===== config.mk =====
export PLATFORM = sky130hd
export DESIGN_NAME = wb_stage_flat
export DESIGN_NICKNAME = d
export VERILOG_FILES = /design/src/rtl/wb_stage_if.sv /design/src/rtl/wb_stage.sv /design/src/flat_wrapper.sv
export SDC_FILE = /design/constraint.sdc
export NUM_CORES = 1
export LEC_CHECK = 0
export ABC_CLOCK_PERIOD_IN_PS = 3060
export CAP_MARGIN = 20
export CORE_MARGIN = 10
export CORE_UTILIZATION = 35
export CTS_CLUSTER_DIAMETER = 30
export DETAILED_ROUTE_END_ITERATION = 8
export MAX_ROUTING_LAYER = met4
export PLACE_DENSITY = 0.7
export SLEW_MARGIN = 15
export SYNTH_ARGS = -nofsm -noshare
export SYNTH_HDL_FRONTEND = slang
export SYNTH_SLANG_ARGS = --single-unit

===== constraint.sdc =====
create_clock -name clock -period 3.06 [get_ports clock]
set_input_delay 0.459 -clock clock [delete_from_list [all_inputs] [get_ports clock]]
set_output_delay 0.459 -clock clock [all_outputs]
set_load 0.005 [all_outputs]

===== src/rtl/wb_stage_if.sv =====
// Writeback stage bus: execute handshake, memory read response and register-file write port.
// Forwarding signals exist only when WB_FWD_EN is defined.
interface wb_stage_if #(
  parameter int unsigned XLEN = 32,
  parameter int unsigned RA_W = 5
);
  logic            ex_valid;
  logic            ex_ready;
  logic [RA_W-1:0] ex_rd;
  logic [XLEN-1:0] ex_result;
  logic            ex_is_load;
  logic [2:0]      ex_funct3;
  logic            mem_rvalid;
  logic [XLEN-1:0] mem_rdata;
  logic            mem_rerr;
  logic            rf_wen;
  logic [RA_W-1:0] rf_rd;
  logic [XLEN-1:0] rf_wdata;
  logic            pend_valid;
  logic [RA_W-1:0] pend_rd;
  logic            err;
`ifdef WB_FWD_EN
  logic            fwd_valid;
  logic [RA_W-1:0] fwd_rd;
  logic [XLEN-1:0] fwd_wdata;
`endif

  // Master is the execute/memory side; slave is the writeback stage.
  modport master (
    output ex_valid, ex_rd, ex_result, ex_is_load, ex_funct3,
    output mem_rvalid, mem_rdata, mem_rerr,
    input  ex_ready, rf_wen, rf_rd, rf_wdata, pend_valid, pend_rd, err
`ifdef WB_FWD_EN
    , input fwd_valid, fwd_rd, fwd_wdata
`endif
  );

  modport slave (
    input  ex_valid, ex_rd, ex_result, ex_is_load, ex_funct3,
    input  mem_rvalid, mem_rdata, mem_rerr,
    output ex_ready, rf_wen, rf_rd, rf_wdata, pend_valid, pend_rd, err
`ifdef WB_FWD_EN
    , output fwd_valid, fwd_rd, fwd_wdata
`endif
  );
endinterface


===== src/rtl/wb_stage.sv =====
// Writeback stage: ALU results pass through, loads wait for the memory response and are extracted.
// Optional macro WB_FWD_EN adds combinational forwarding of next cycle's register-file write.
module wb_stage #(
  parameter int unsigned XLEN        = 32,
  parameter int unsigned RA_W        = 5,
  parameter int unsigned TIMEOUT_CYC = 255
) (
  input logic     clock,
  input logic     reset,
  wb_stage_if.slave bus
);

  typedef enum logic [0:0] {StIdle, StWaitMem} state_e;

  state_e          state_q;
  logic [15:0]     cnt_q;
  logic [2:0]      f3_q;
  logic [1:0]      addr_q;
  logic            rf_wen_q;
  logic [RA_W-1:0] rf_rd_q;
  logic [XLEN-1:0] rf_wdata_q;
  logic            pend_valid_q;
  logic [RA_W-1:0] pend_rd_q;
  logic            err_q;

  logic            xfer;
  logic            wr_ok_ex;
  logic            wr_ok_pend;
  logic            timeout;
  logic [7:0]      ld_byte;
  logic [15:0]     ld_half;
  logic [XLEN-1:0] ld_data;

  assign bus.ex_ready   = (state_q == StIdle);
  assign bus.rf_wen     = rf_wen_q;
  assign bus.rf_rd      = rf_rd_q;
  assign bus.rf_wdata   = rf_wdata_q;
  assign bus.pend_valid = pend_valid_q;
  assign bus.pend_rd    = pend_rd_q;
  assign bus.err        = err_q;

  // x0 is hardwired and only 16 registers exist, so those indices are never written.
  always_comb begin
    xfer       = bus.ex_valid && (state_q == StIdle);
    wr_ok_ex   = (bus.ex_rd != '0) && (bus.ex_rd < RA_W'(16));
    wr_ok_pend = (pend_rd_q != '0) && (pend_rd_q < RA_W'(16));
    timeout    = (cnt_q == 16'(TIMEOUT_CYC - 1));
  end

  // Little-endian lane extraction; undefined funct3 encodings fall back to LW.
  always_comb begin
    ld_byte = 8'h00;
    unique case (addr_q)
      2'd0: ld_byte = bus.mem_rdata[7:0];
      2'd1: ld_byte = bus.mem_rdata[15:8];
      2'd2: ld_byte = bus.mem_rdata[23:16];
      2'd3: ld_byte = bus.mem_rdata[31:24];
      default: ld_byte = 8'h00;
    endcase
    ld_half = addr_q[1] ? bus.mem_rdata[31:16] : bus.mem_rdata[15:0];
    ld_data = bus.mem_rdata;
    case (f3_q)
      3'b000:  ld_data = {{(XLEN-8){ld_byte[7]}}, ld_byte};
      3'b001:  ld_data = {{(XLEN-16){ld_half[15]}}, ld_half};
      3'b100:  ld_data = {{(XLEN-8){1'b0}}, ld_byte};
      3'b101:  ld_data = {{(XLEN-16){1'b0}}, ld_half};
      default: ld_data = bus.mem_rdata;
    endcase
  end

`ifdef WB_FWD_EN
  assign bus.fwd_valid = (xfer && !bus.ex_is_load && wr_ok_ex) ||
                         ((state_q == StWaitMem) && bus.mem_rvalid && !bus.mem_rerr && wr_ok_pend);
  assign bus.fwd_rd    = (state_q == StIdle) ? bus.ex_rd : pend_rd_q;
  assign bus.fwd_wdata = (state_q == StIdle) ? bus.ex_result : ld_data;
`endif

  always_ff @(posedge clock or posedge reset) begin
    if (reset) begin
      state_q      <= StIdle;
      cnt_q        <= '0;
      f3_q         <= '0;
      addr_q       <= '0;
      rf_wen_q     <= 1'b0;
      rf_rd_q      <= '0;
      rf_wdata_q   <= '0;
      pend_valid_q <= 1'b0;
      pend_rd_q    <= '0;
      err_q        <= 1'b0;
    end else begin
      rf_wen_q <= 1'b0;
      unique case (state_q)
        StIdle: begin
          // A response with nothing outstanding is a protocol error, even alongside a transfer.
          if (bus.mem_rvalid) err_q <= 1'b1;
          if (xfer) begin
            if (bus.ex_is_load) begin
              state_q      <= StWaitMem;
              cnt_q        <= '0;
              f3_q         <= bus.ex_funct3;
              addr_q       <= bus.ex_result[1:0];
              pend_valid_q <= 1'b1;
              pend_rd_q    <= bus.ex_rd;
            end else if (wr_ok_ex) begin
              rf_wen_q   <= 1'b1;
              rf_rd_q    <= bus.ex_rd;
              rf_wdata_q <= bus.ex_result;
            end
          end
        end
        StWaitMem: begin
          if (bus.mem_rvalid) begin
            state_q      <= StIdle;
            pend_valid_q <= 1'b0;
            if (bus.mem_rerr) begin
              err_q <= 1'b1;
            end else if (wr_ok_pend) begin
              rf_wen_q   <= 1'b1;
              rf_rd_q    <= pend_rd_q;
              rf_wdata_q <= ld_data;
            end
          end else if (timeout) begin
            state_q      <= StIdle;
            pend_valid_q <= 1'b0;
            err_q        <= 1'b1;
          end else begin
            cnt_q <= cnt_q + 16'd1;
          end
        end
        default: state_q <= StIdle;
      endcase
    end
  end

endmodule


===== src/flat_wrapper.sv =====
// flat-port wrapper written by rule: the top's interface ports become plain ports
module wb_stage_flat 
#(
  parameter int unsigned XLEN        = 32,
  parameter int unsigned RA_W        = 5,
  parameter int unsigned TIMEOUT_CYC = 255
)
  (clock, reset, bus_ex_valid, bus_ex_rd, bus_ex_result, bus_ex_is_load, bus_ex_funct3, bus_mem_rvalid, bus_mem_rdata, bus_mem_rerr, bus_ex_ready, bus_rf_wen, bus_rf_rd, bus_rf_wdata, bus_pend_valid, bus_pend_rd, bus_err);
  wb_stage_if #(.XLEN(XLEN), .RA_W(RA_W)) bus_i ();
  input logic clock;
  input logic reset;
  input wire logic [$bits(bus_i.ex_valid)-1:0] bus_ex_valid;
  input wire logic [$bits(bus_i.ex_rd)-1:0] bus_ex_rd;
  input wire logic [$bits(bus_i.ex_result)-1:0] bus_ex_result;
  input wire logic [$bits(bus_i.ex_is_load)-1:0] bus_ex_is_load;
  input wire logic [$bits(bus_i.ex_funct3)-1:0] bus_ex_funct3;
  input wire logic [$bits(bus_i.mem_rvalid)-1:0] bus_mem_rvalid;
  input wire logic [$bits(bus_i.mem_rdata)-1:0] bus_mem_rdata;
  input wire logic [$bits(bus_i.mem_rerr)-1:0] bus_mem_rerr;
  output wire logic [$bits(bus_i.ex_ready)-1:0] bus_ex_ready;
  output wire logic [$bits(bus_i.rf_wen)-1:0] bus_rf_wen;
  output wire logic [$bits(bus_i.rf_rd)-1:0] bus_rf_rd;
  output wire logic [$bits(bus_i.rf_wdata)-1:0] bus_rf_wdata;
  output wire logic [$bits(bus_i.pend_valid)-1:0] bus_pend_valid;
  output wire logic [$bits(bus_i.pend_rd)-1:0] bus_pend_rd;
  output wire logic [$bits(bus_i.err)-1:0] bus_err;
  assign bus_i.ex_valid = bus_ex_valid;
  assign bus_i.ex_rd = bus_ex_rd;
  assign bus_i.ex_result = bus_ex_result;
  assign bus_i.ex_is_load = bus_ex_is_load;
  assign bus_i.ex_funct3 = bus_ex_funct3;
  assign bus_i.mem_rvalid = bus_mem_rvalid;
  assign bus_i.mem_rdata = bus_mem_rdata;
  assign bus_i.mem_rerr = bus_mem_rerr;
  assign bus_ex_ready = bus_i.ex_ready;
  assign bus_rf_wen = bus_i.rf_wen;
  assign bus_rf_rd = bus_i.rf_rd;
  assign bus_rf_wdata = bus_i.rf_wdata;
  assign bus_pend_valid = bus_i.pend_valid;
  assign bus_pend_rd = bus_i.pend_rd;
  assign bus_err = bus_i.err;
  wb_stage #(.XLEN(XLEN), .RA_W(RA_W), .TIMEOUT_CYC(TIMEOUT_CYC)) u_core (.clock(clock), .reset(reset), .bus(bus_i));
endmodule

=== Word level (Yosys, flattened, before mapping) ===
Cells that the tools add are included.
Widths: inputs -> output; s select.

* Input port bits: 78
* Bits in registers: 67
* Output and inout bits: 46

* Add/sub/neg operators: 1
* Eq/ne operators: 19
* Bitwise logic cells: 1
* Magnitude comparators: 2
* Reduce and logical (&&, ||, !) cells: 12
* Muxes and demuxes: 44

{| class="wikitable"
|+ Operator list
! operator !! number
|-
| $mux 32 || 6
|-
| $pmux 32 s4 || 1
|-
| $mux 16 || 5
|-
| $pmux 32 s2 || 1
|-
| $pmux 16 s2 || 1
|-
| $pmux 8 s4 || 1
|-
| $mux 5 || 6
|-
| $mux 1 || 18
|-
| $add 16x1->16 const B || 1
|-
| $eq 16x8->1 const B || 1
|-
| $ne 2x2->1 const B || 8
|-
| $lt 5x5->1 const B || 2
|-
| $pmux 5 s2 || 1
|-
| $reduce_bool 5->1 || 2
|-
| $reduce_and 3->1 || 3
|-
| $pmux 1 s2 || 4
|-
| $eq 3x3->1 const B || 2
|-
| $ne 3x3->1 const B || 2
|-
| $reduce_and 6->1 || 1
|-
| $eq 2x2->1 const B || 2
|-
| $ne 2x1->1 const B || 2
|-
| $reduce_and 4->1 || 1
|-
| $eq 3x1->1 const B || 1
|-
| $logic_and 1x1->1 || 3
|-
| 4 further kinds || 4
|}

=== Logic depth before layout (Yosys ltp) ===
Gate-level depths: netlist (run 1).

* Word-level depth: 7
* Gate-level depth with buffers: 9
* Mapped depth without buffers: 6

=== Least setup slack after synthesis (run 1) ===
Ideal clock, no wire load.

* Path type: flip-flop to flip-flop
* From: reg u_core.state_q
* To: reg u_core.rf_wdata_q[1] (netlist: u_core.bus.rf_wdata[1])
* Buffers on the path: 3
* Required time: 2.932 ns
* Cell stages (with the launch flop): 8
* Clock period less this slack: 1.792 ns
* Path slack: 1.268 ns
* Data arrival time: 1.664 ns
* Cell sequence: dfrtp_1 > buf_6 > or4b_1 > o32a_1 > buf_6 > clkbuf_1 > a21oi_1 > a21oi_1

* Word-level cells in the longest chain between the ends: 4

{| class="wikitable"
|+ Ends and longest elaborated chain
! item !! RTL line !! source
|-
| start, declared || wb_stage.sv:15 || <nowiki>state_e state_q;</nowiki>
|-
| start signal, assigned || wb_stage.sv:80 || <nowiki>state_q <= StIdle;</nowiki>
|-
| start signal, assigned || wb_stage.sv:98 || <nowiki>state_q <= StWaitMem;</nowiki>
|-
| start signal, assigned || wb_stage.sv:113 || <nowiki>state_q <= StIdle;</nowiki>
|-
| $not 1->1 (no source line) || -- ||
|-
| $logic_and 1x1->1 || wb_stage.sv:44 || <nowiki>xfer = bus.ex_valid && (state_q == StIdle);</nowiki>
|-
| $ne 2x1->1 (no source line) || -- ||
|-
| $reduce_and 6->1 (no source line) || -- ||
|-
| end signal, assigned || wb_stage.sv:107 || <nowiki>rf_wdata_q <= bus.ex_result;</nowiki>
|-
| end signal, assigned || wb_stage.sv:120 || <nowiki>rf_wdata_q <= ld_data;</nowiki>
|-
| end, declared || wb_stage.sv:21 || <nowiki>logic [XLEN-1:0] rf_wdata_q;</nowiki>
|}

Several ways; a longest one is shown, not always the timed one.
A chain may end at the register's enable or synchronous reset.

=== Worst setup path after layout (run 1) ===
* From: reg u_core.f3_q[0]
* To: reg u_core.rf_wdata_q[0] (netlist: u_core.bus.rf_wdata[0])

* Word-level cells in the longest chain between the ends: 6

{| class="wikitable"
|+ Ends and longest elaborated chain
! item !! RTL line !! source
|-
| start, declared || wb_stage.sv:17 || <nowiki>logic [2:0] f3_q;</nowiki>
|-
| start signal, assigned || wb_stage.sv:100 || <nowiki>f3_q <= bus.ex_funct3;</nowiki>
|-
| $eq 3x3->1, or another cell as far along || wb_stage.sv:62 || <nowiki>case (f3_q)</nowiki>
|-
| $pmux 32 s4 * || wb_stage.sv:62 ||
|-
| $mux 32 * || wb_stage.sv:117 || <nowiki>end else if (wr_ok_pend) begin</nowiki>
|-
| $mux 32 * || wb_stage.sv:115 || <nowiki>if (bus.mem_rerr) begin</nowiki>
|-
| $mux 32 * || wb_stage.sv:112 || <nowiki>if (bus.mem_rvalid) begin</nowiki>
|-
| $pmux 32 s2 * || wb_stage.sv:92 || <nowiki>unique case (state_q)</nowiki>
|}

Every way passes the cells marked *; elsewhere a longest branch is shown, timed or not. The select of a mux whose other input is x is not followed.

==> results of run 1 <==
area by class of cell:
class                      instances  share of cell area
multi-input combinational        292               0.347
sequential                        67               0.322
timing repair buffer             130               0.249
tap                              136              0.0326
clock buffer                      11              0.0290
clock inverter                     5              0.0115
inverter                          11             0.00888
layer usage:
layer	vias up	GRT usage
li1	1641	-
met1	1644	0.222
met2	115	0.254
met3	10	0.0354
met4	0	0.0486
met5	-	-
cells by family (layout without fill, tap and decap cells):
group,after synthesis,count (layout),synth area share
simple gates,133,133,0.165
compound gates,124,124,0.233
flops,67,67,0.456
buf+inv,37,157,0.0517
mux,25,25,0.0684
xor+xnor,8,8,0.0191
fa+ha+maj,2,2,0.00680
cell usage after synthesis, types with 3 or more instances:
library cell,n
o21ai_0,15
a21oi_1,41
nand4_1,4
or2_2,3
a21o_1,16
nor2_1,35
nand2_1,55
nor4_1,6
buf_6,3
xnor2_1,7
o221ai_1,15
inv_1,8
nor2b_1,8
nand3_1,7
clkbuf_1,16
nor3_1,4
dfrtp_1,67
a21oi_2,11
mux2i_1,24
o21ai_2,13
buf_2,4
state kept, by name, summed over array words and instances, names as in the netlist:
name                   flops
u_core.addr_q              2
u_core.bus.err             1
u_core.f3_q                3
u_core.bus.rf_wdata       32
u_core.bus.pend_rd         5
u_core.bus.rf_wen          1
u_core.bus.rf_rd           5
u_core.cnt_q              16
u_core.state_q             1
u_core.bus.pend_valid      1
through the flow:
| stage | utilization | hold slack (ps) | area [sq um] | total power [mW] | cells |
|---|---|---|---|---|---|
| floorplan | - | 467 | 3680 | 1.76 | 396 |
| global placement | 0.487 | 459 | 5000 | 2.40 | 636 |
| detailed placement | 0.487 | 466 | 5000 | 2.42 | 636 |
| CTS | 0.507 | 483 | 5210 | 3.22 | 652 |
| global route | 0.507 | 499 | 5210 | 3.38 | 652 |
| finish | 0.507 | 480 | 5210 | 3.19 | 652 |
path summary, 6_finish.rpt:
| check | startpoint | endpoint | slack, ps |
|---|---|---|---|
| setup / recovery | u_core.f3_q[0] | u_core.bus.rf_wdata[0] | 860 |
| hold / removal | u_core.bus.rf_wdata[28] | u_core.bus.rf_wdata[28] | 480 |
| setup reg to reg | u_core.f3_q[0] | u_core.bus.rf_wdata[0] | 860 |
| hold reg to reg | u_core.bus.rf_wdata[28] | u_core.bus.rf_wdata[28] | 480 |
| max in group asynchronous | reset | u_core.state_q | 1880 |
| min in group asynchronous | reset | u_core.bus.rf_wdata[13] | 510 |
power groups by stage:
stage,clock (mW),combinational (mW),sequential (mW)
global placement,0,1.10,1.30
finish,0.797,1.10,1.29
detailed placement,0,1.12,1.30
global route,0.845,1.21,1.32
CTS,0.810,1.12,1.29
floorplan,0,0.498,1.26
critical path: cells and delay by family (launching register included):
| family | cells | cell delay, ps |
|---|---|---|
| simple gates | 1 | 460 |
| compound gates | 4 | 1090 |
| flops | 1 | 530 |
==> impl_metrics.tcl, run 1 <==
set metrics [dict create \
    pwr-share-seq 0.405 \
    critPathKind "reg -> reg" \
    clock-sinks 67 \
    setup_viol 0 \
    core_area_sq_um 10300 \
    place_ws_ps 646 \
    synth.ff_latch_count 67 \
    port_buffers 123 \
    met1_length_microns 5500 \
    syn_area_sq_um 3680 \
    vias 3410 \
    power_density_nw_per_um2 611 \
    die_area_sq_um 15000 \
    antenna_left 0 \
    grt_max_degree 42 \
    cp_slowest_stage_delay_ps 670 \
    dieHeight_microns 123 \
    hold_viol 0 \
    path_clk_slew_ps 80 \
    synthFlopType "dfrtp_1" \
    synth.distinct_cells 48 \
    postRouteWirelength_microns 12200 \
    insertedDiodeCount 0 \
    critPathLaunchType "register" \
    synth.avg_cell_area_sq_um 9.29 \
    relSlewSlack 0.444 \
    setup_slack_ps 861 \
    syn_inst 396 \
    yosys_warnings 0 \
    mostFrequentLayoutCells "123 x clkdlybuf4s50_1, 66 x dfrtp_1, 55 x nand2_1" \
    worstPathArrival_ps 2430 \
    critPathCaptureType "register" \
    clkPwrFrac 0.250 \
    grt_util_all_layers 0.168 \
    hold_buffers 0 \
    ff_latch_area_sq_um 1680 \
    ys_async_sr_fraction 1.00 \
    multi_input_area_sq_um 1810 \
    fp.dieW_microns 123 \
    grt_pass1_wl_microns 19400 \
    clockBufferDepth 2 \
    p_comb_frac 0.345 \
    final_common_cell "clkdlybuf4s50_1" \
    tightest_slew_ps 834 \
    fin_nets 591 \
    path_cells "nand2b_1 > a21oi_1 > o21ai_0 > a21oi_1 > o21ai_1" \
    power.internal_mw 2.17 \
    fmax_ghz 0.455 \
    pin_count 124 \
    period_share 0.719 \
    first_pass_iters 5 \
    setup_tns_ps 0 \
    drv_cap 0 \
    min_path_type "reg -> reg" \
    synth.top_cell.area_share 0.456 \
    synth_largest_area_cell "dfrtp_1" \
    rows 37 \
    reg2regPathDepth 5 \
    worst_clock_skew_ps 14.7 \
    synth-edff-count 0 \
    slew_violations 0 \
    synth_area_leaders "dfrtp_1 46%, mux2i_1 6.5%, nand2_1 5.6%, a21oi_1 5.6%, nor2_1 3.6%" \
    gp_congestion 0.872 \
    first_iter_violations 272 \
    yosysSeqAreaShare 0.456 \
    initial_core_util 0.358 \
    viasPerCell 5.23 \
    swShare 0.320 \
    required_ps 3290 \
    drive_gt1_frac 0.110 \
    cp_common_cell "a21oi_1" \
    drc 0 \
    highest_layer "met4" \
    crit_path_top_delay_cell "a21oi_1" \
    root_buffer "clkbuf_8" \
    min_path_cells 1 \
    antenna_found_initial 0 \
    cts_tree "done" \
    fin_crit_ps 2200 \
    overflow 0 \
    wl_met3_microns 841 \
    wl_met2_microns 5720 \
    outcome "complete, no violations" \
    grt_pass1_vias 3488 \
    rsz0062_at_grt "false" \
    fillers 985 \
    power_leakage_nw 2.20 \
    dp_hpwl_microns 9110 \
    p_switching_mw 1.02 \
    clk_latency_ps 350 \
    detail_route.wl_per_cell_microns 18.7 \
    post_cts_buffers 0 \
    syn_to_final_growth_pct 41.8 \
    max-vdd-ir-drop_v 0.000283 \
    ctsResizeCount 0 \
    syn-num-nets 476 \
    cts_max_level 3 \
    cp_max_fo 12 \
    cts_buffers 9 \
]
Power figures use the tool's default switching activity.
==> run 2, diff against run 1 <==
--- a/config.mk
+++ b/config.mk
@@ -5,7 +5,7 @@
 export SDC_FILE = /design/constraint.sdc
 export NUM_CORES = 1
 export LEC_CHECK = 0
-export ABC_CLOCK_PERIOD_IN_PS = 3060
+export ABC_CLOCK_PERIOD_IN_PS = 2100
 export CAP_MARGIN = 20
 export CORE_MARGIN = 10
 export CORE_UTILIZATION = 35
==> constraint.sdc (replaced) <==
create_clock -name clock -period 2.1 [get_ports clock]
set_input_delay 0.315 -clock clock [delete_from_list [all_inputs] [get_ports clock]]
set_output_delay 0.315 -clock clock [all_outputs]
set_load 0.005 [all_outputs]
==> run 2 against run 1 <==
  * Critical path depth grew 1
  * First-iteration DRC count shrank 7.7%
  * Fmax grew 13%
  * Register-to-register slack worse by 700 ps
  * Sequential power is 43% higher
  * Via count grew 4.0%
  * Cell count is 2.9% higher
  * Clock power rose by 29%
  * Wire length increased by 2.0%
  * Global-route usage up 0.21 points
  * Highest routed layer unchanged
==> impl_metrics.tcl, run 2 (synthesis results as in run 1) <==
set metrics [dict create \
    p_switching_mw 1.51 \
    worstPathArrival_ps 2210 \
    final_common_cell "clkdlybuf4s50_1" \
    slew_violations 0 \
    min_path_type "in -> async" \
    outcome "complete, no violations" \
    power_density_nw_per_um2 853 \
    syn_to_final_growth_pct 46.0 \
    fmax_ghz 0.516 \
    drive_gt1_frac 0.142 \
    tightest_slew_ps 505 \
    fp.dieW_microns 123 \
    post_cts_buffers 0 \
    swShare 0.331 \
    placedCellCount 655 \
    place_ws_ps -55.2 \
    worst_clock_skew_ps 12.8 \
    required_ps 2370 \
    power.internal_mw 3.06 \
    setup_viol 0 \
    hold_buffers 0 \
    worst-path-buf-inv 3 \
    crit_path_top_delay_cell "dfrtp_1" \
    reg2reg_from "u_core.addr_q[1]" \
    cp_slowest_stage_delay_ps 560 \
    power_leakage_nw 2.28 \
    grt_util_all_layers 0.170 \
    gp_congestion 0.837 \
    total_power_mw 4.58 \
    detail_route.wl_per_cell_microns 18.5 \
    fin_nets 610 \
    largest_register_ffs 32 \
    critPathLaunchType "register" \
    path_cells "buf_4 > clkinv_1 > a21oi_1 > buf_4 > o221ai_1 > a21oi_1" \
    relSlewSlack 0.663 \
    first_iter_violations 251 \
    r2r_slack_ps 160 \
    cts_tree "done" \
    setup_slack_ps 162 \
    reg2regPathDepth 6 \
    initial_core_util 0.358 \
    hold_viol 0 \
    grt_pass1_vias 3587 \
    port_buffers 123 \
    pin_count 124 \
    rsz0062_at_grt "false" \
    dp_hpwl_microns 9700 \
    root_buffer "clkbuf_8" \
    postRouteWirelength_microns 12400 \
    clockBufferDepth 2 \
    final_cells 671 \
    pwr-share-seq 0.404 \
    fillers 987 \
    drc 0 \
    fin_crit_ps 1940 \
    period_share 0.923 \
    vias 3548 \
    die_area_sq_um 15000 \
    antenna_found_initial 0 \
    ff_latch_area_sq_um 1680 \
    cp_max_fo 9 \
    max-vdd-ir-drop_v 0.000357 \
    insertedDiodeCount 0 \
    dieHeight_microns 123 \
    grt_pass1_wl_microns 19500 \
    rows 37 \
    p_comb_frac 0.372 \
    overflow 0 \
    clk_latency_ps 350 \
    clock-sinks 67 \
    core_area_sq_um 10300 \
    first_pass_iters 6 \
    grt_max_degree 38 \
    clkPwrFrac 0.224 \
    antenna_left 0 \
    timing.rr.end "u_core.bus.rf_wdata[4]" \
    final_util 0.522 \
    path_delay_family "buffers and inverters" \
    cts_max_level 3 \
    multi_input_area_sq_um 1810 \
    ctsResizeCount 0 \
    critPathCaptureType "register" \
    drv_cap 0 \
    viasPerCell 5.29 \
    path_clk_slew_ps 90 \
    critPathKind "reg -> reg" \
    cts_buffers 9 \
    mostFrequentLayoutCells "123 x clkdlybuf4s50_1, 66 x dfrtp_1, 55 x nand2_1" \
]
==> run 2: changes by cell type in the layout (fill, tap and decap cells not counted) <==
cell	before	now
buf_4	6	22
bufinv_16	1	0
clkbuf_8	11	10
buf_12	1	4
clkinvlp_4	1	4
clkinv_4	2	1
clkinv_2	1	0
inv_6	1	2
==> run 2: cell type report <==
type / instances / area share
flip-flops and latches: 67 / 0.313
repair buffers: 149 / 0.275
multi-input cells: 292 / 0.338
clock inverters: 6 / 0.00886
inverters: 11 / 0.00862
well taps: 136 / 0.0317
clock buffers: 10 / 0.0256
==> run 2: through the flow <==
stage	cell area (sq um)	hold slack, ps	setup TNS [ps]
finish	5370	314	0
global route	5370	343	0
CTS	5370	325	0
detailed placement	5180	466	-410
global placement	5180	458	-92.8
floorplan	3680	420	0
==> run 2: power groups by stage <==
stage | logic, mW | registers, mW | clock network (mW)
3_3_place_gp | 1.70 | 1.86 | 0
2_1_floorplan | 0.725 | 1.83 | 0
3_5_place_dp | 1.73 | 1.87 | 0
6_report | 1.70 | 1.85 | 1.03
5_1_grt | 1.86 | 1.89 | 1.11
4_1_cts | 1.73 | 1.85 | 1.05
==> run 2: worst reg2reg max path, cell delays in order, from the launching register on <==
cell and delay [ps]:
dfrtp_1 560, buf_4 230, clkinv_1 230, a21oi_1 340, buf_4 210, o221ai_1 110
a21oi_1 190
==> run 2: worst max-delay path by stage <==
| stage | from | to | slack (ps) | depth (start not counted) |
|---|---|---|---|---|
| 2_1_floorplan | reset | u_core.addr_q[0] | 100 | 1 |
| 3_3_place_gp | bus_ex_rd[4] | u_core.bus.rf_wdata[31] | -30 | 7 |
| 3_5_place_dp | bus_ex_rd[4] | u_core.bus.rf_wdata[4] | -60 | 7 |
| 4_1_cts | u_core.addr_q[1] | u_core.bus.rf_wdata[4] | 160 | 6 |
| 5_1_grt | u_core.addr_q[1] | u_core.bus.rf_wdata[4] | 2 | 6 |
| 6_report | u_core.addr_q[1] | u_core.bus.rf_wdata[4] | 160 | 6 |
==> run 2: layer usage <==
metal / vias to the layer above / GRT usage / wire, microns
met2: 116 / 0.271 / 5960
li1: 1682 / - / -
met3: 14 / 0.0427 / 784
met1: 1736 / 0.210 / 5540
met4: 0 / 0.0464 / 149
met5: - / - / 0
==> run 3, diff against run 2 <==
--- a/config.mk
+++ b/config.mk
@@ -5,14 +5,14 @@
 export SDC_FILE = /design/constraint.sdc
 export NUM_CORES = 1
 export LEC_CHECK = 0
-export ABC_CLOCK_PERIOD_IN_PS = 2100
+export ABC_CLOCK_PERIOD_IN_PS = 2300
 export CAP_MARGIN = 20
 export CORE_MARGIN = 10
-export CORE_UTILIZATION = 35
+export CORE_UTILIZATION = 40
 export CTS_CLUSTER_DIAMETER = 30
 export DETAILED_ROUTE_END_ITERATION = 8
 export MAX_ROUTING_LAYER = met4
-export PLACE_DENSITY = 0.7
+export PLACE_DENSITY = 0.78
 export SLEW_MARGIN = 15
 export SYNTH_ARGS = -nofsm -noshare
 export SYNTH_HDL_FRONTEND = slang
==> constraint.sdc (replaced) <==
create_clock -name clock -period 2.3 [get_ports clock]
set_input_delay 0.345 -clock clock [delete_from_list [all_inputs] [get_ports clock]]
set_output_delay 0.345 -clock clock [all_outputs]
set_load 0.005 [all_outputs]
==> run 3 against run 2 <==
  * Power down 7.4%
  * Setup slack better by 200 ps
  * Via count down 0.79%
  * Clock-buffer cell count up 3
  * Combinational power down 9%
  * Cell count down 5.5%
  * Die area down 11%
  * Wire length down 1.8%
  * Clock skew down 1.1 ps
  * Critical endpoint is now u_core.bus.rf_wdata[31]
  * Largest cell class unchanged
==> impl_metrics.tcl, run 3 (synthesis results as in run 1) <==
set metrics [dict create \
    power.internal_mw 2.91 \
    rsz0062_at_grt "false" \
    slew_violations 0 \
    met1_length_microns 5090 \
    first_iter_violations 209 \
    clk_latency_ps 350 \
    clock-sinks 67 \
    wl_met2_microns 5920 \
    grt_pass1_vias 3554 \
    dp_hpwl_microns 9440 \
    hold_viol 0 \
    place_ws_ps 74.5 \
    detail_route.wl_per_cell_microns 19.3 \
    initial_core_util 0.416 \
    largest_register_ffs 32 \
    timing.rr.end "u_core.bus.rf_wdata[31]" \
    antenna_left 0 \
    min_path_type "in -> async" \
    grt_max_degree 42 \
    port_buffers 123 \
    period_share 0.843 \
    drc 0 \
    highest_layer "met4" \
    root_buffer "clkbuf_8" \
    cts_buffers 9 \
    required_ps 2590 \
    pwr-share-seq 0.396 \
    fin_crit_ps 1940 \
    clkPwrFrac 0.238 \
    clockBufferDepth 2 \
    post_dp_cell_area_sq_um 5060 \
    critPathLaunchType "register" \
    path_delay_family "compound AO/OA/AOI/OAI gates" \
    cp_slowest_stage_delay_ps 530 \
    rows 34 \
    antenna_found_initial 0 \
    grt_pass1_wl_microns 19200 \
    r2r_slack_ps 360 \
    path_cells "or4b_1 > o32a_2 > clkinv_4 > o21ai_0 > a21oi_1 > a21o_1" \
    wl_met3_microns 1030 \
    drv_cap 0 \
    ctsResizeCount 0 \
    multi_input_area_sq_um 1810 \
    insertedDiodeCount 0 \
    die_area_sq_um 13400 \
    fillers 756 \
    reg2regPathDepth 6 \
    worst_clock_skew_ps 11.7 \
    placedCellCount 619 \
    post_cts_buffers 0 \
    fin_nets 602 \
    setup_slack_ps 361 \
    syn_to_final_growth_pct 42.9 \
    cp_max_fo 33 \
    setup_viol 0 \
    cts_max_level 3 \
    p_comb_frac 0.366 \
    cts_tree "done" \
    ff_latch_area_sq_um 1680 \
    drive_gt1_frac 0.124 \
    grt_util_all_layers 0.187 \
    fmax_ghz 0.516 \
    fin_area_sq_um 5260 \
    crit_path_top_delay_cell "or4b_1" \
    dieHeight_microns 116 \
    viasPerCell 5.55 \
    core_area_sq_um 8850 \
    pin_count 124 \
    outcome "complete, no violations" \
    reg2reg_from "u_core.state_q" \
    p_switching_mw 1.33 \
    relSlewSlack 0.680 \
    hold_buffers 0 \
    path_clk_slew_ps 80 \
    power_leakage_nw 2.25 \
    postRouteWirelength_microns 12200 \
    overflow 0 \
    critPathKind "reg -> reg" \
    final_cells 634 \
    total_power_mw 4.24 \
    gp_congestion 0.865 \
    mostFrequentLayoutCells "123 x clkdlybuf4s50_1, 66 x dfrtp_1, 55 x nand2_1" \
    final_util 0.594 \
    max-vdd-ir-drop_v 0.000285 \
    power_density_nw_per_um2 806 \
    holdWs_ps 309 \
    worstPathArrival_ps 2220 \
    critPathCaptureType "register" \
    worst-path-buf-inv 1 \
    setup_tns_ps 0 \
    swShare 0.314 \
    vias 3520 \
    final_common_cell "clkdlybuf4s50_1" \
    tightest_slew_ps 478 \
    first_pass_iters 4 \
    fp.dieW_microns 116 \
]
-- run 3: cell count changes in the layout (fill, tap and decap cells not counted), sizes merged --
| cell | before | now |
|---|---|---|
| buf | 26 | 18 |
| clkinvlp | 4 | 0 |
| clkbuf | 10 | 13 |
| inv | 10 | 8 |
| bufinv | 0 | 1 |
| clkinv | 3 | 4 |
-- run 3: routing by layer --
layer  vias up  track usage
li1       1660            -
met1      1716        0.223
met2       129        0.300
met3        15       0.0579
met4         0       0.0484
met5         -            -
-- run 3: worst max-delay path by stage --
stage	from	end	slack (ps)	cells after the start
after floorplan	reset	u_core.addr_q[0]	270	1
after global placement	bus_ex_rd[4]	u_core.bus.rf_wdata[31]	110	7
after detailed placement	bus_ex_rd[4]	u_core.bus.rf_wdata[18]	70	7
after CTS	u_core.state_q	u_core.bus.rf_wdata[31]	380	6
after global routing	u_core.state_q	u_core.bus.rf_wdata[31]	270	6
final	u_core.state_q	u_core.bus.rf_wdata[31]	360	6
-- run 3: worst reg2reg max path: cells and delay by family, from the launching register on --
kind	cells	cell delay, ps
AOI/OAI and AO/OA	4	640
and+or+nand+nor	1	530
DFF	1	460
buffers and inverters	1	240
-- run 3: power groups by stage --
stage / Sequential (mW) / Combinational, mW / Clock (mW)
floorplan: 1.68 / 0.662 / 0
global placement: 1.69 / 1.52 / 0
detailed placement: 1.70 / 1.56 / 0
CTS: 1.68 / 1.57 / 1.02
global route: 1.72 / 1.70 / 1.07
finish: 1.68 / 1.55 / 1.01
-- run 3: cell type report --
type	instances	area share
Sequential cell	67	0.319
Clock buffer	13	0.0302
Multi-Input combinational cell	292	0.345
Clock inverter	2	0.00667
Tap cell	108	0.0257
Timing Repair Buffer	141	0.265
Inverter	11	0.00881
==> RTL change: new RTL, config.mk and constraints of run 1 <==
`RA_W` is set to 5 in 3 places; all go to 7.
--- a/src/rtl/wb_stage_if.sv
+++ b/src/rtl/wb_stage_if.sv
@@ -2,7 +2,7 @@
 // Forwarding signals exist only when WB_FWD_EN is defined.
 interface wb_stage_if #(
   parameter int unsigned XLEN = 32,
-  parameter int unsigned RA_W = 5
+  parameter int unsigned RA_W = 7
 );
   logic            ex_valid;
   logic            ex_ready;
--- a/src/rtl/wb_stage.sv
+++ b/src/rtl/wb_stage.sv
@@ -2,7 +2,7 @@
 // Optional macro WB_FWD_EN adds combinational forwarding of next cycle's register-file write.
 module wb_stage #(
   parameter int unsigned XLEN        = 32,
-  parameter int unsigned RA_W        = 5,
+  parameter int unsigned RA_W        = 7,
   parameter int unsigned TIMEOUT_CYC = 255
 ) (
   input logic     clock,
--- a/src/flat_wrapper.sv
+++ b/src/flat_wrapper.sv
@@ -2,7 +2,7 @@
 module wb_stage_flat 
 #(
   parameter int unsigned XLEN        = 32,
-  parameter int unsigned RA_W        = 5,
+  parameter int unsigned RA_W        = 7,
   parameter int unsigned TIMEOUT_CYC = 255
 )
   (clock, reset, bus_ex_valid, bus_ex_rd, bus_ex_result, bus_ex_is_load, bus_ex_funct3, bus_mem_rvalid, bus_mem_rdata, bus_mem_rerr, bus_ex_ready, bus_rf_wen, bus_rf_rd, bus_rf_wdata, bus_pend_valid, bus_pend_rd, bus_err);
Ports: changed (resized bus_ex_rd, bus_pend_rd and bus_rf_rd); port bits go from 124 to 130. No check against the original RTL was run, so the function may have changed too.
==> RTL change against run 1 <==
Routed wire length rose by 5.1%. Global-route usage is 0.57 points lower. Sequential cell count is 4 higher. Sequential power increased by 10%. Worst setup slack got worse by 0.022 ns. Synthesized area increased by 6.2%. Power is 13% higher. Final area rose by 7.4%. Critical path type unchanged. Critical endpoint unchanged. Largest cell class unchanged.
==> RTL change: results <==
group,metric,value,unit
cells_and_area,drive_above_1_share,8.915,%
logic_synthesis,synth_area_leaders,"dfrtp_1 (45%), mux2i_1 (7.4%), mux2_1 (6.3%)",
clock_network,ctsResizeCount,0,
clock_network,cts.path.max_buffers,2,
route,totalWireLength,12800,um
route,first_iter_violations,326,
sta,fin_worst_skew,0.01169,ns
global_route,grt.total_usage,16.22,%
route,num_vias,3490,
route,detailedRoute.firstPassIterationCount,5,
logic_synthesis,synth_xor_xnor_area_share,0.4486,%
logic_synthesis,synthesized_instance_count,385,
logic_synthesis,synth_sequential_area_ratio,45.50,%
logic_synthesis,synth_compound_area_share,12.59,%
logic_synthesis,yosys-top-cells-count,"dfrtp_1 (71), nand2_1 (54), mux2i_1 (29), and3_1 (23), mux2_1 (22)",
placement,dp_worst_setup_slack,0.6258,ns
cells_and_area,finalNetCount,593,
pwr,max_ir_drop_vdd,367.8,uV
placement,io_buffer_count,129,
placement,place_inst,639,
critical_path,crit_fanout,40,
critical_path,timing.critical_path.arrival,2.45,ns
global_route,antenna_found_initial,0,
critical_path,slowest_stage,"or4_1",
clock_network,clkSlewWorstSetupHoldPaths,0.08,ns
cells_and_area,antenna_cells_inserted,0,
clock_network,clk_root_buffer_cell,"clkbuf_8",
logic_synthesis,async_flop_share,100.0,%
placement,placement.cell_area,5370,um2
clock_network,h-tree-depth,3,
critical_path,max_stage_delay,0.52,ns
global_route,grt_pass1_vias,3661,
cells_and_area,largest_register_ffs,32,
clock_network,clk_latency,0.36,ns
clock_network,cts_buffers,9,
logic_synthesis,synth.distinct_cells,43,
logic_synthesis,post_synth_fa_ha_maj_area_fraction,0.6408,%
logic_synthesis,ys_warns,0,
cells_and_area,layout.cells.non_filler,656,
logic_synthesis,synth.area.mux_share,18.39,%
run_status,outcome,"finished clean",
sta,timing.max_slew.rel_slack,39.65,%
global_route,grt_max_degree,42,
placement,hpwlAfterDp,9665,um
placement,gp_congestion,0.8646,
hold_path,hold_path_class,"register to register",
clock_network,postCtsSetupRepairBufs,0,
pwr,static-leakage-power,2.509,nW
global_route,grt_pass1_wl,20400,um
logic_synthesis,postSynthNetCount,467,
==> RTL change: final cells by class <==
type / count / area, um2
multi-input cells: 274 / 1967
flip-flops and latches: 71 / 1777
clock buffers: 9 / 123.9
fillers: 995 / 5290
clock inverters: 7 / 96.34
inverters: 14 / 52.55
repair buffers: 141 / 1406
well taps: 140 / 175.2
==> RTL change: final timing paths <==
kind | from | endpoint | slack [ns] | depth (start not counted)
worst max-delay path | u_core.bus.pend_rd[4] | u_core.bus.rf_wdata[0] | 0.84 | 5
worst min-delay path | u_core.bus.rf_wdata[16] | u_core.bus.rf_wdata[16] | 0.48 | 1
worst max register to register | u_core.bus.pend_rd[4] | u_core.bus.rf_wdata[0] | 0.84 | 5
worst min register to register | u_core.bus.rf_wdata[16] | u_core.bus.rf_wdata[16] | 0.48 | 1
max in group asynchronous | reset | u_core.bus.rf_wdata[16] | 1.87 | 3
min in group asynchronous | reset | u_core.cnt_q[5] | 0.53 | 2
==> RTL change: worst max-delay path, delay by kind of cell (launching register included) <==
family,cells,cell delay [ns]
AO/OA/AOI/OAI,1,0.17
buffers and inverters,1,0.25
flip-flops,1,0.40
multiplexers,1,0.36
AND/OR/NAND/NOR,2,0.88
==> RTL change: report_power, final <==
group / internal [mW] / leakage (nW) / switching [mW]
Combinational: 0.823 / 1.51 / 0.495
Clock: 0.460 / 0.102 / 0.389
Sequential: 1.22 / 0.893 / 0.205
==> RTL change: routing by layer <==
metal	GRT usage (%)	part of all wire [%]
met5	-	0
met4	4.810	1.2
met3	3.398	6.7
met2	26.06	48
met1	20.12	44
==> RTL change: logic make-up after synthesis <==
| logic type | count (synthesis) |
|---|---|
| AND/OR/NAND/NOR | 137 |
| flip-flops | 71 |
| AO/OA/AOI/OAI | 67 |
| multiplexers | 66 |
| buffers and inverters | 40 |
| XOR/XNOR | 2 |
| adder cells (fa/ha/maj) | 2 |
